File: config.mk
export PLATFORM = sky130hd
export DESIGN_NAME = csa_accum_ctrl
export DESIGN_NICKNAME = d
export VERILOG_FILES = /design/src/rtl/csa_accum_ctrl.sv
export SDC_FILE = /design/constraint.sdc
export NUM_CORES = 1
export LEC_CHECK = 0
export ABC_AREA = 0
export BUFFER_PORTS_ARGS = -buffer_cell sky130_fd_sc_hd__buf_2
export CAP_MARGIN = 0
export CORE_AREA = 2 2 180 182
export DETAILED_ROUTE_END_ITERATION = 10
export DIE_AREA = 0 0 182 184
export GPL_ROUTABILITY_DRIVEN = 0
export GPL_TIMING_DRIVEN = 0
export PLACE_DENSITY = 0.75
export RECOVER_POWER = 100
export SKIP_LAST_GASP = 1
export SLEW_MARGIN = 20
export SYNTH_ARGS = -nofsm -noshare
export SYNTH_HDL_FRONTEND = slang
export SYNTH_SLANG_ARGS = --single-unit
File: constraint.sdc
create_clock -name clk -period 8.7 [get_ports clk]
set_clock_uncertainty 0.15 [all_clocks]
set_input_delay 0.87 -clock clk [delete_from_list [all_inputs] [get_ports clk]]
set_output_delay 0.87 -clock clk [all_outputs]
set_load 0.01 [all_outputs]
File: src/rtl/csa_accum_ctrl.sv
// Sequencer for an external 64-bit 3:2 carry-save stage: accumulates N operands redundantly, then
// resolves S+C once and hands the total out on valid/ready. Optional overflow flag: CSA_ACC_OVF_EN.
module csa_accum_ctrl #(
   parameter int unsigned WIDTH = 64,
   parameter int unsigned CNT_W = 5
) (
   input  logic             clk,
   input  logic             rst,
   input  logic             start,
   input  logic [CNT_W-1:0] num_ops,
   input  logic             in_valid,
   output logic             in_ready,
   input  logic [WIDTH-1:0] in_data,
   output logic [WIDTH-1:0] csa_a,
   output logic [WIDTH-1:0] csa_b,
   output logic [WIDTH-1:0] csa_c,
   input  logic [WIDTH-1:0] csa_sum,
   input  logic [WIDTH-1:0] csa_cy,
   output logic             out_valid,
   input  logic             out_ready,
   output logic [WIDTH-1:0] result,
   output logic             busy,
   output logic             ovf
);

   typedef enum logic [1:0] {StIdle, StAccum, StResolve, StDone} state_e;

   state_e             state_q, state_d;
   logic [WIDTH-1:0]   s_q, s_d;
   logic [WIDTH-1:0]   c_q, c_d;
   logic [CNT_W-1:0]   cnt_q, cnt_d;
   logic [WIDTH-1:0]   result_q, result_d;
   logic               accept;

   assign in_ready  = (state_q == StAccum);
   assign out_valid = (state_q == StDone);
   assign busy      = (state_q != StIdle);
   assign accept    = in_valid & in_ready;
   assign result    = result_q;

   assign csa_a = s_q;
   assign csa_b = c_q;
   assign csa_c = in_data;

`ifdef CSA_ACC_OVF_EN
   logic             ovf_q, ovf_d;
   logic [WIDTH:0]   resolve_sum;

   assign resolve_sum = {1'b0, s_q} + {1'b0, c_q};
   assign ovf         = ovf_q;

   always_comb begin
      ovf_d = ovf_q;
      if (state_q == StIdle && start) begin
         ovf_d = 1'b0;
      end else if (accept) begin
         ovf_d = ovf_q | csa_cy[WIDTH-1];
      end else if (state_q == StResolve) begin
         ovf_d = ovf_q | resolve_sum[WIDTH];
      end
   end

   always_ff @(posedge clk or posedge rst) begin
      if (rst) begin
         ovf_q <= 1'b0;
      end else begin
         ovf_q <= ovf_d;
      end
   end
`else
   logic [WIDTH-1:0] resolve_sum;
   logic             unused_cy_msb;

   // The carry shifted out of the top is simply dropped when overflow is not tracked.
   assign unused_cy_msb = csa_cy[WIDTH-1];
   assign resolve_sum   = s_q + c_q;
   assign ovf           = 1'b0;
`endif

   always_comb begin
      state_d  = state_q;
      s_d      = s_q;
      c_d      = c_q;
      cnt_d    = cnt_q;
      result_d = result_q;
      unique case (state_q)
         StIdle: begin
            if (start) begin
               s_d     = '0;
               c_d     = '0;
               cnt_d   = num_ops;
               state_d = (num_ops != '0) ? StAccum : StResolve;
            end
         end
         StAccum: begin
            if (accept) begin
               s_d   = csa_sum;
               // Carry is stored pre-weighted so it can feed the next CSA beat directly.
               c_d   = {csa_cy[WIDTH-2:0], 1'b0};
               cnt_d = cnt_q - CNT_W'(1);
               if (cnt_q == CNT_W'(1)) begin
                  state_d = StResolve;
               end
            end
         end
         StResolve: begin
            result_d = resolve_sum[WIDTH-1:0];
            state_d  = StDone;
         end
         StDone: begin
            if (out_ready) begin
               state_d = StIdle;
            end
         end
         default: state_d = StIdle;
      endcase
   end

   always_ff @(posedge clk or posedge rst) begin
      if (rst) begin
         state_q  <= StIdle;
         s_q      <= '0;
         c_q      <= '0;
         cnt_q    <= '0;
         result_q <= '0;
      end else begin
         state_q  <= state_d;
         s_q      <= s_d;
         c_q      <= c_d;
         cnt_q    <= cnt_d;
         result_q <= result_d;
      end
   end

endmodule
==> flow_summary_export.csv <==
group,metric,value,unit
cells_and_area,final.fill_count,3135,
clock_network,post_cts_buffers,0,
synth,ys_seq_area_frac,0.425,
synth,async_reset_ff_frac,1.00,
global_route,grt_util_all_layers,0.225,
sta,hold_viol,0,
synth,mappedNetlistArea,0.0117,sq mm
synth,yosys_warnings,0,
detailed_routing,drtIter0Drc,716,
cells_and_area,final_common_cell,"clkbuf_1",
global_route,antenna_found_initial,2,
clock_network,cts_root_buffer,"clkbuf_16",
pwr,total_power,4.25,mW
floorplanning,dieWidth,182,microns
clock_network,cts_hold_buf,0,
sta,drv_slew,64,
global_route,grt_pass1_wl,57700,microns
sta,final.period_utilization,0.521,
clock_network,cts.sinks,198,
pwr,clkPwrFrac,0.203,
synth,syn_avg_cell_area,10.5,sq um
synth,ys_seq_elements,198,
worst_setup_path,crit_fanout,6,
worst_setup_path,critPathKind,"reg2reg",
sta,relSlewSlack,-1.05,
floorplanning,start_util,0.371,
sta,fmax,0.221,GHz
cells_and_area,layout_common_cells,"clkbuf_1, dfrtp_1, buf_2, a22o_1, a21oi_1",
clock_network,clk_pin_slew,70,ps
synth,synth_cells,1109,
pwr,combinationalPowerShare,0.469,
sta,setup_viol,0,
cells_and_area,area_growth,23.1,%
pwr,seqPwrFrac,0.327,
sta,tightest_slew,3060,ps
worst_setup_path,cp.arrival,4710,ps
synth,synth-main-ff-cell,"dfrtp_1",
status,violations,"capacitance limit, slew limit",
detailed_routing,antenna_left,0,
clock_network,cts_tree,"done",
clock_network,clockBufferDepth,2,
detailed_routing,firstDrtPassIters,5,
floorplanning,io_pins,462,
detailed_routing,via_per_inst,5.43,
cells_and_area,layout.nets,1797,
global_route,overflow,0,
pwr,p_leak,6.92,nW
pwr,peakVddDrop,0.000176,V
sta,setup_tns,0,ps
clock_network,clk_latency,450,ps
worst_setup_path,endpoint_kind,"register",
pwr,switchingPower,1.83,mW
floorplanning,num_rows,65,
global_route,grt_max_degree,78,
worst_setup_path,path_cells,"ha_1 > nand4_1 > a31o_2 > a21oi_1 > a31oi_1 > o41ai_1 > a21oi_1 > xnor2_1 > mux2_2",
clock_network,numCtsBuffers,17,
detailed_routing,via_count,10545,
worst_setup_path,cpPeakStageDelay,1080,ps
synth,synth-edff-count,0,
sta,rsz0062_at_grt,"no",
floorplanning,die_area,0.0335,sq mm
status,status,"finished, violations left",
detailed_routing,wl_per_cell,20.1,microns
worst_setup_path,required,8890,ps
sta,finalCriticalPeriod,4530,ps
place,io_buffers,394,
flow_run,drv_cap,1,
worst_setup_path,crit_path_start_kind,"register",
synth,synth_cell_types,80,
worst_setup_path,critPathMostFrequentCell,"a21oi_1",
clock_network,post_cts_resized,0,
cells_and_area,layout-drive-gt1-share,0.201,
pwr,p_sw_frac,0.430,
detailed_routing,totalWireLength,39000,microns
clock_network,h-tree-depth,4,
worst_setup_path,cp_slowest_cell,"o41ai_1",
place,dpl.hpwl,30700,microns
floorplanning,die_h,184,microns
global_route,grt_pass1_vias,9982,
hold_path,hold_class,"reg2reg",
pwr,p_int,2.43,mW
detailed_routing,drc_errors,0,
pwr,p_per_area,297,mW/mm^2
floorplanning,core,0.0314,sq mm
layer usage:
layer,up-vias,GRT usage,share of wire
met5,-,0,0
li1,4915,-,-
met3,51,0.0456,0.060
met1,5148,0.288,0.43
met2,431,0.381,0.48
met4,0,0.0735,0.026
final timing paths:
check                            from          to  slack [ps]  cells after the start
hold reg to reg            result[17]  result[17]         340                      2
setup reg to reg             csa_a[7]  result[46]        4170                      9
max in group asynchronous         rst   csa_b[50]        5860                      2
min in group asynchronous         rst    csa_b[1]        1140                      2
setup / recovery             csa_a[7]  result[46]        4170                      9
hold / removal             result[17]  result[17]         340                      2
synth_stat cells, types with 5 or more instances:
master    number  share of area
nor2b_1        8         0.0043
o21bai_1       9         0.0058
or3_1          7         0.0038
o21ai_0       31          0.013
nor3_1        14         0.0060
ha_1          69          0.074
dfrtp_1      198           0.43
buf_1          7         0.0023
buf_4         67          0.043
mux2_2        50          0.048
xnor2_1       37          0.028
xor2_1        15          0.011
o21ai_1        7         0.0030
a21o_1        38          0.024
o31ai_1        5         0.0032
nor2_1        44          0.014
a31oi_1        6         0.0032
a21oi_1       74          0.032
o21a_1         7         0.0045
a221oi_1       5         0.0038
inv_1         23         0.0074
a22o_1       127          0.095
nand3_1       19         0.0082
clkbuf_1      46          0.015
nand2b_1       8         0.0043
nand2_1       63          0.020
and3_1        12         0.0064
nand4_1       22          0.012
stage by stage:
stage | hold WS (ps) | util | std cells | worst slack (ps) | area, sq um
2_1_floorplan | 323 | - | 1110 | 2280 | 11700
3_3_place_gp | 312 | 0.450 | 1906 | 45.0 | 14100
3_5_place_dp | 320 | 0.452 | 1908 | 5120 | 14200
4_1_cts | 312 | 0.472 | 1940 | 5100 | 14800
5_1_grt | 372 | 0.457 | 1940 | 4090 | 14300
6_report | 342 | 0.457 | 1941 | 4170 | 14400
registers in the layout, indices dropped and copies added (netlist names):
name	flops
csa_a	64
result	64
csa_b	63
cnt_q	5
state_q	2
critical path, delay by kind of cell (launching register included):
family                   cells  cell delay (ps)
AO/OA/AOI/OAI                5             2690
XOR/XNOR                     1              240
adder cells (fa/ha/maj)      1              420
flip-flops                   1              420
multiplexers                 1              280
AND/OR/NAND/NOR              1              220
cell type report:
type	count	area, sq um	area share
buffer	124	722	0.0503
tap	402	503	0.0351
sequential	198	4950	0.345
clock inverter	13	170	0.0119
multi-input combinational	765	5750	0.401
inverter	23	87.6	0.00610
timing repair buffer	396	1700	0.119
antenna	1	2.50	0.000174
clock buffer	19	453	0.0316
power by group through the flow:
stage	Sequential, mW	Combinational (mW)	Clock (mW)
detailed placement	1.40	2.08	0
global placement	1.39	2.04	0
floorplan	1.47	1.22	0
CTS	1.38	2.09	0.883
finish	1.39	2.00	0.866
global route	1.43	2.19	0.918
cell families (layout without fill, tap and decap cells):
family | count (synthesis) | count (layout) | share of synthesized area
simple gates | 219 | 219 | 0.0944
buf+inv | 147 | 575 | 0.0694
xor+xnor | 52 | 52 | 0.0391
mux | 53 | 53 | 0.0509
flops | 198 | 198 | 0.425
compound gates | 369 | 369 | 0.245
other cells | 1 | 3 | 0.000322
fa+ha+maj | 70 | 70 | 0.0758
(Power assumes the default switching activity.)
